### config.mk
export PLATFORM = sky130hd
export DESIGN_NAME = amstrad_mem_sched
export DESIGN_NICKNAME = d
export VERILOG_FILES = /design/src/rtl/amstrad_mem_sched.sv
export SDC_FILE = /design/constraint.sdc
export NUM_CORES = 1
export LEC_CHECK = 0
export CAP_MARGIN = 20
export CORE_AREA = 2 2 76 78
export CTS_CLUSTER_SIZE = 12
export DETAILED_ROUTE_END_ITERATION = 16
export DIE_AREA = 0 0 78 80
export HOLD_SLACK_MARGIN = 0.03
export PLACE_DENSITY = 0.83
export SKIP_CTS_REPAIR_TIMING = 1
export SYNTH_ARGS = -nofsm -noshare
export SYNTH_HDL_FRONTEND = slang
export SYNTH_SLANG_ARGS = --single-unit
### constraint.sdc
create_clock -name CLK -period 3.1 [get_ports CLK]
set_input_delay 0.62 -clock CLK [delete_from_list [all_inputs] [get_ports CLK]]
set_output_delay 0.62 -clock CLK [all_outputs]
set_load 0.1 [all_outputs]
### src/rtl/amstrad_mem_sched.sv
// Amstrad CPC memory slot scheduler: 1 MHz video/CPU interleave on a 4 MHz enable, with Z80 WAIT alignment.
// Optional macro AMSTRAD_IO_WAIT_EN makes cpu_iorq cycles go through the same wait/slot alignment.
module amstrad_mem_sched (
  input  logic        CLK,
  input  logic        RESET,
  input  logic        CE_4,
  input  logic        cpu_mreq,
  input  logic        cpu_iorq,
  input  logic        cpu_wr,
  input  logic [15:0] cpu_addr,
  input  logic [13:0] crtc_ma,
  input  logic [4:0]  crtc_ra,
  output logic [1:0]  phase,
  output logic        cyc1MHz,
  output logic        cpu_wait_n,
  output logic        mem_sel,
  output logic [15:0] mem_addr,
  output logic        mem_we,
  output logic        cpu_rd_stb,
  output logic        vid_stb
);

  typedef enum logic [1:0] {
    IDLE   = 2'd0,
    WAIT   = 2'd1,
    ACCESS = 2'd2,
    DONE   = 2'd3
  } cpu_state_t;

  cpu_state_t  state_r, state_nxt_s;
  logic [1:0]  phase_nxt_s;
  logic        req_s, io_s, start_s, in_acc_s, strobe_s;
  logic [15:0] acc_addr_r, acc_addr_nxt_s;
  logic        acc_wr_r, acc_wr_nxt_s;
  logic        acc_io_r, acc_io_nxt_s;
  logic [14:0] vid_word_r, vid_word_nxt_s;
  logic        mem_sel_nxt_s, mem_we_nxt_s, cpu_rd_stb_nxt_s;
  logic [15:0] mem_addr_nxt_s;
  logic        unused_bits_s;

`ifdef AMSTRAD_IO_WAIT_EN
  // A simultaneous mreq+iorq is a memory cycle; only a pure iorq is an I/O cycle.
  assign req_s         = cpu_mreq | cpu_iorq;
  assign io_s          = ~cpu_mreq & cpu_iorq;
  assign unused_bits_s = ^{crtc_ma[11:10], crtc_ra[4:3]};
`else
  assign req_s         = cpu_mreq;
  assign io_s          = 1'b0;
  assign unused_bits_s = ^{crtc_ma[11:10], crtc_ra[4:3], cpu_iorq};
`endif

  // Next-state and next-output decode; everything is evaluated for the phase about to be entered.
  always_comb begin
    phase_nxt_s = phase + 2'd1;
    state_nxt_s = state_r;
    case (state_r)
      IDLE: begin
        if (req_s) begin
          state_nxt_s = (phase_nxt_s == 2'd2) ? ACCESS : WAIT;
        end else begin
          state_nxt_s = IDLE;
        end
      end
      WAIT: begin
        if (!req_s) begin
          state_nxt_s = IDLE;
        end else if (phase_nxt_s == 2'd2) begin
          state_nxt_s = ACCESS;
        end else begin
          state_nxt_s = WAIT;
        end
      end
      ACCESS: begin
        if (phase_nxt_s == 2'd0) begin
          state_nxt_s = DONE;
        end else begin
          state_nxt_s = ACCESS;
        end
      end
      DONE: begin
        if (!req_s) begin
          state_nxt_s = IDLE;
        end else begin
          state_nxt_s = DONE;
        end
      end
      default: state_nxt_s = IDLE;
    endcase

    start_s = (state_nxt_s == ACCESS) && (state_r != ACCESS);
    if (start_s) begin
      acc_addr_nxt_s = cpu_addr;
      acc_wr_nxt_s   = cpu_wr;
      acc_io_nxt_s   = io_s;
    end else begin
      acc_addr_nxt_s = acc_addr_r;
      acc_wr_nxt_s   = acc_wr_r;
      acc_io_nxt_s   = acc_io_r;
    end

    if (phase_nxt_s == 2'd0) begin
      vid_word_nxt_s = {crtc_ma[13:12], crtc_ra[2:0], crtc_ma[9:0]};
    end else begin
      vid_word_nxt_s = vid_word_r;
    end

    // I/O cycles take the CPU slot for timing only; memory stays with the video side.
    in_acc_s      = (state_nxt_s == ACCESS);
    mem_sel_nxt_s = in_acc_s & ~acc_io_nxt_s;
    if (mem_sel_nxt_s) begin
      mem_addr_nxt_s = acc_addr_nxt_s;
    end else begin
      mem_addr_nxt_s = {vid_word_nxt_s, 1'b0};
    end

    strobe_s         = in_acc_s && (phase_nxt_s == 2'd3) && !acc_io_nxt_s;
    mem_we_nxt_s     = strobe_s & acc_wr_nxt_s;
    cpu_rd_stb_nxt_s = strobe_s & ~acc_wr_nxt_s;
  end

  // State and registered outputs; reset is synchronous and ignores CE_4.
  always_ff @(posedge CLK) begin
    if (RESET) begin
      phase      <= 2'd0;
      state_r    <= IDLE;
      cyc1MHz    <= 1'b1;
      cpu_wait_n <= 1'b1;
      mem_sel    <= 1'b0;
      mem_addr   <= 16'h0000;
      mem_we     <= 1'b0;
      cpu_rd_stb <= 1'b0;
      vid_stb    <= 1'b0;
      acc_addr_r <= 16'h0000;
      acc_wr_r   <= 1'b0;
      acc_io_r   <= 1'b0;
      vid_word_r <= 15'h0000;
    end else if (CE_4) begin
      phase      <= phase_nxt_s;
      state_r    <= state_nxt_s;
      cyc1MHz    <= (phase_nxt_s == 2'd0);
      cpu_wait_n <= (state_nxt_s != WAIT);
      mem_sel    <= mem_sel_nxt_s;
      mem_addr   <= mem_addr_nxt_s;
      mem_we     <= mem_we_nxt_s;
      cpu_rd_stb <= cpu_rd_stb_nxt_s;
      vid_stb    <= (phase_nxt_s == 2'd1);
      acc_addr_r <= acc_addr_nxt_s;
      acc_wr_r   <= acc_wr_nxt_s;
      acc_io_r   <= acc_io_nxt_s;
      vid_word_r <= vid_word_nxt_s;
    end
  end

endmodule

# Word-level counts from Yosys, hierarchy flattened

Cells that the tools add are included.

Register bits: 59
Word-level logic and storage cells: 45
Output and inout bits: 24
Input bits: 41

Add/subtract/negate cells: 1
Bitwise operators: 5
Eq/ne operators: 9
Mux-type cells: 10
Reductions and logical operators: 7

Operators with widths:

| kind                                                  | number |
|---|---|
| 2-to-1 mux 16 bit                                     | 2 |
| 2-to-1 mux 15 bit                                     | 1 |
| == test 2 bit, second input constant                  | 5 |
| 2-to-1 mux 2 bit                                      | 3 |
| one-hot mux 2 bit (3 select lines)                    | 1 |
| == test 2 x 1 -> 1 bit, second input constant         | 2 |
| logical NOT 2 bit                                     | 2 |
| AND 1 bit                                             | 3 |
| logical AND 1 bit                                     | 3 |
| 2-to-1 mux 1 bit                                      | 3 |
| adder 2 x 1 -> 2 bit, second input constant           | 1 |
| inequality test 2 x 1 -> 1 bit, second input constant | 1 |
| inequality test 2 bit, second input constant          | 1 |
| inverter 1 bit                                        | 2 |
| OR reduction 2 bit                                    | 1 |
| logical NOT 1 bit                                     | 1 |

# Longest topological paths before layout

Word-level depth: 11
Gate-level depth with buffers: 7
Gate-level depth less buffers: 5

# Least setup slack after synthesis

OpenSTA, ideal clock, no wires.

Path type: flip-flop to flip-flop
Start: register phase[1]
End: register mem_addr[10]
Stages on the path, launching flop included: 8
Required time: 2.959 ns
Arrival: 2.277 ns
Path slack: 0.681 ns
Buffers on the path: 2
Cell sequence: dfxtp_1 -> inv_1 -> ha_1 -> and3b_1 -> buf_6 -> o21ai_2 -> buf_6 -> o221ai_2

Word-level cells in the longest chain between the ends: 11
Elaborated cells between the ends (all ways): 15
Those cells by class: add/sub: 1; eq/ne: 2; mux: 8; bitwise: 2; reduce/logical: 2

Ends and longest elaborated chain:

| item                               | RTL line | RTL |
|---|---|---|
| start, declared                    | 13       | `output logic [1:0] phase,` |
| start signal, assigned             | 138      | `phase <= phase_nxt_s;` |
| adder 2 x 1 -> 2 bit (*)           | 54       | `phase_nxt_s = phase + 2'd1;` |
| == test 2 bit                      | 59, 67   |  |
| 2-to-1 mux 2 bit                   | 59, 67   |  |
| 2-to-1 mux 2 bit                   | 58       | `if (req_s) begin` |
| one-hot mux 2 bit (3 select lines) | 56       | `case (state_r)` |
| == test 2 bit                      | 90, 108  |  |
| logical AND 1 bit                  | 90       | `start_s = (state_nxt_s == ACCESS) && (state_r != ACCESS);` |
| 2-to-1 mux 1 bit                   | 91       | `if (start_s) begin` |
| inverter 1 bit                     | 109      | `mem_sel_nxt_s = in_acc_s & ~acc_io_nxt_s;` |
| AND 1 bit                          | 109      |  |
| 2-to-1 mux 16 bit (*)              | 110      | `if (mem_sel_nxt_s) begin` |
| end signal, assigned               | 143      | `mem_addr <= mem_addr_nxt_s;` |
| end, declared                      | 17       | `output logic [15:0] mem_addr,` |

Mark *: on every way between the ends. The rest lies on a longest branch, timed or not.
A chain may end at the register's enable or synchronous reset.

# Worst setup path in the final report

Start: register phase[0]
End: register vid_word_r[8]

Word-level cells in the longest chain between the ends: 3

Ends and longest elaborated chain:

| item                 | RTL line | RTL |
|---|---|---|
| adder 2 x 1 -> 2 bit | 54       |  |
| logical NOT 2 bit    | 101      | `if (phase_nxt_s == 2'd0) begin` |
| 2-to-1 mux 15 bit    | 101      |  |
| end signal, assigned | 150      | `vid_word_r <= vid_word_nxt_s;` |
| end, declared        | 36       | `logic [14:0] vid_word_r, vid_word_nxt_s;` |

Every way passes these cells.

==> out/summary.txt <==
======================================================================================================
Cell chosen for the clock root ..........................................................     clkbuf_8
Number of synthesized register bits .....................................................           59
Cell chain of the critical path ......................................................... ha_1, nand2_1, nand2_1, a21oi_1
Worst max-slew margin expressed relative to the limit ...................................        42.3%
Non-filler cells in the finished layout .................................................          440
Clock tree from TritonCTS ...............................................................         done
Critical Path Source .................................................................... phase[0]$_SDFFE_PP0P_
Highest-delay cell along the critical path ..............................................         ha_1
Number of cells traversed by the worst register-to-register path ........................            4
Top-level I/O count .....................................................................           65
Width of the die ........................................................................        78 um
Register-to-register path setup slack ...................................................       960 ps
Sequential cell area .................................................................... 0.00118 sq mm
Most common cell after layout, fill and taps aside ......................................      nand2_1
Number of fillers in the final layout ...................................................          452
Number of nets at the end of the flow ...................................................          408
Cell count after synthesis ..............................................................          310
Source-to-sink clock delay at the later pin of the worst-skew pair ......................       340 ps
Count of TritonRoute iterations in the first routing pass ...............................            4
Antenna violations before repair ........................................................            0
Overall routing resource usage ..........................................................        21.9%
Cell Area, Synth ........................................................................ 0.00278 sq mm
Buffers from clock root to sink, at most ................................................            2
Area of the multi-input gates ........................................................... 0.00143 sq mm
Cells after DPL .........................................................................          424
Number of endpoints failing setup at the final stage ....................................            0
Crit Path Max Fanout ....................................................................           20
Vias/cell ...............................................................................         5.45
Number of rows in the core area .........................................................           27
Clock tree sinks ........................................................................           59
Largest net degree at the start of global routing .......................................           45
Total CTS buffers .......................................................................            9
Number of hold violations in the final report ...........................................            0
Sum of overflow across all layers after global routing ..................................            0
Synth-to-Final Area Change ..............................................................        26.1%
Setup repair after global routing missed its margin .....................................           no
DRC violations left .....................................................................            0
Cell variety after synth ................................................................           38
Pins over their slew limit ..............................................................            0
Final routed wirelength across all metal layers .........................................      6590 um
Via count ...............................................................................         2398
Placed wire-length estimate .............................................................      4410 um
Synth Net Count .........................................................................          355
Syn_area_per_cell .......................................................................   8.97 sq um
Last weighted congestion value of the routability-driven placer .........................        0.829
Yosys warning count .....................................................................            0
Pwr per Cell Area .......................................................................  497 mW/mm^2
Die area ................................................................................ 0.00624 sq mm
Worst r2r dst ........................................................................... vid_word_r[8]$_SDFFE_PP0P_
Post-route clock skew ...................................................................      7.04 ps
Floorplan Core Area ..................................................................... 0.00541 sq mm
Die height ..............................................................................        80 um
Setup WS post-layout ....................................................................       962 ps
Critical Path Start Type ................................................................     register
Post-route standard cell area excluding fillers ......................................... 0.00350 sq mm
Post-DP Area ............................................................................ 0.00331 sq mm
Crit path arrival time ..................................................................      2330 ps
Slew at the pin closest to its max-slew limit ...........................................       866 ps
Core utilization of the finished layout .................................................        64.8%
Violation count after the first detailed-route iteration ................................          136
Critical path endpoint .................................................................. vid_word_r[8]$_SDFFE_PP0P_
Most used cells in the layout excluding fill and tap cells .............................. nand2_1, dfxtp_1, a21oi_1
Minimum setup slack after placement .....................................................       799 ps
Leakage power of the design .............................................................      1.30 nW
Delay of the slowest cell on the worst path .............................................       760 ps
Data required time of the critical path .................................................      3290 ps
Critical Path Most Common Cell ..........................................................      nand2_1
Total of max-cap violations .............................................................            0
Post-synthesis sequential area ratio ....................................................        42.5%
Vias in the first global route ..........................................................         2277
Final critical delay including setup and external delays ................................      2140 ps
Routed wire per std cell ................................................................      15.0 um
Number of I/O port buffers ..............................................................           59
Worst IR drop on VDD ....................................................................   0.000362 V
Status .................................................................................. finished clean
Final worst-path cycle share ............................................................        69.0%
H-tree levels ...........................................................................            3
Maximum operating frequency .............................................................      468 MHz
Fraction of final layout cells with drive strength greater than 1 .......................        21.2%
Reg2Reg Launch Point .................................................................... phase[0]$_SDFFE_PP0P_
Worst hold path class ................................................................... register to register
Fin Setup TNS ...........................................................................         0 ps
Setup Crit Path Kind .................................................................... register to register
Type of element capturing the critical path .............................................     register
Inserted Diodes .........................................................................            0
Global-route wire length before repair ..................................................     10600 um
Post-route antenna net violation count ..................................................            0
Starting density of the core ............................................................        51.4%
Clock transition at the register clock pins on the worst setup and hold paths after CTS .        60 ps
======================================================================================================
[critical path: cells and delay by family, from the launching register on]
kind | cells | cell delay (ps)
adder cells (fa/ha/maj) | 1 | 760
AO/OA/AOI/OAI | 1 | 90
flip-flops | 1 | 410
AND/OR/NAND/NOR | 2 | 730
[final cells by class]
type,count,area share [%]
multi-input cells,219,40.7
flip-flops and latches,59,33.7
repair buffers,68,16.9
clock buffers,15,5.32
well taps,72,2.57
inverters,6,0.643
clock inverters,1,0.143
[registers in the layout (all words and copies together) (netlist names)]
register,count
mem_we,1
vid_word_r,15
cpu_wait_n,1
mem_addr,16
phase,2
acc_addr_r,16
acc_io_r,1
cyc1MHz,1
vid_stb,1
state_r,2
acc_wr_r,1
mem_sel,1
cpu_rd_stb,1
[layer usage]
| metal | global-route usage [%] | part of all wire [%] | vias to the layer above |
|---|---|---|---|
| met2 | 34.9 | 47 | 65 |
| met3 | 4.41 | 5.0 | 12 |
| met1 | 28.0 | 45 | 1127 |
| met5 | 0 | 0 | - |
| li1 | - | - | 1194 |
| met4 | 11.4 | 2.3 | 0 |
[report_power, final]
part / switching, mW / internal [mW]
Sequential: 0.0152 / 0.779
Combinational: 0.179 / 0.104
Clock: 0.289 / 0.377
[through the flow]
step                hold slack, ps  total power [mW]
floorplan                      434              1.00
global placement               439              1.09
detailed placement             445              1.09
CTS                            453              1.75
global route                   471              1.81
finish                         453              1.74
[cells in the mapped netlist]
cell / n / area (sq um)
a21o_1: 2 / 15.0
a21oi_1: 35 / 175
a22oi_1: 1 / 7.51
a311oi_1: 1 / 8.76
and2_1: 2 / 12.5
and3_1: 1 / 6.26
and3b_1: 2 / 17.5
and4b_1: 1 / 10.0
buf_1: 3 / 11.3
buf_2: 6 / 30.0
buf_4: 1 / 7.51
buf_6: 4 / 45.0
buf_8: 1 / 15.0
clkbuf_1: 11 / 41.3
clkinv_1: 1 / 3.75
dfxtp_1: 59 / 1180
ha_1: 4 / 50.1
inv_1: 5 / 18.8
mux2_2: 16 / 180
mux2i_1: 18 / 180
nand2_1: 85 / 319
nand3b_1: 1 / 7.51
nand4_1: 14 / 87.6
nand4_2: 1 / 12.5
nand4b_1: 1 / 8.76
nor2_1: 6 / 22.5
nor2b_1: 2 / 12.5
nor3b_1: 1 / 7.51
nor4b_2: 1 / 15.0
o211a_1: 1 / 10.0
o211ai_1: 1 / 7.51
o21ai_0: 2 / 10.0
o21ai_2: 1 / 8.76
o221ai_1: 5 / 43.8
o221ai_2: 10 / 150
o32ai_1: 2 / 17.5
or4b_4: 1 / 13.8
xnor2_1: 1 / 8.76
[cell families after synthesis]
logic type,after synthesis,synth area share (%)
buffers and inverters,32,6.21
DFF,59,42.5
muxes,34,13.0
and+or+nand+nor,119,19.9
AOI/OAI and AO/OA,61,16.3
xor gates and xnor gates,1,0.315
adders and majority gates,4,1.80
[worst min-delay path by stage]
stage | start | endpoint | cells past startpoint
floorplan | vid_word_r[0]$_SDFFE_PP0P_ | vid_word_r[0]$_SDFFE_PP0P_ | 2
global placement | vid_word_r[5]$_SDFFE_PP0P_ | vid_word_r[5]$_SDFFE_PP0P_ | 2
detailed placement | vid_word_r[2]$_SDFFE_PP0P_ | vid_word_r[2]$_SDFFE_PP0P_ | 2
CTS | vid_word_r[2]$_SDFFE_PP0P_ | vid_word_r[2]$_SDFFE_PP0P_ | 2
global route | acc_addr_r[3]$_SDFFE_PP0P_ | acc_addr_r[3]$_SDFFE_PP0P_ | 2
finish | acc_addr_r[9]$_SDFFE_PP0P_ | acc_addr_r[9]$_SDFFE_PP0P_ | 2
Note: power is estimated with default switching activity, not from simulation.
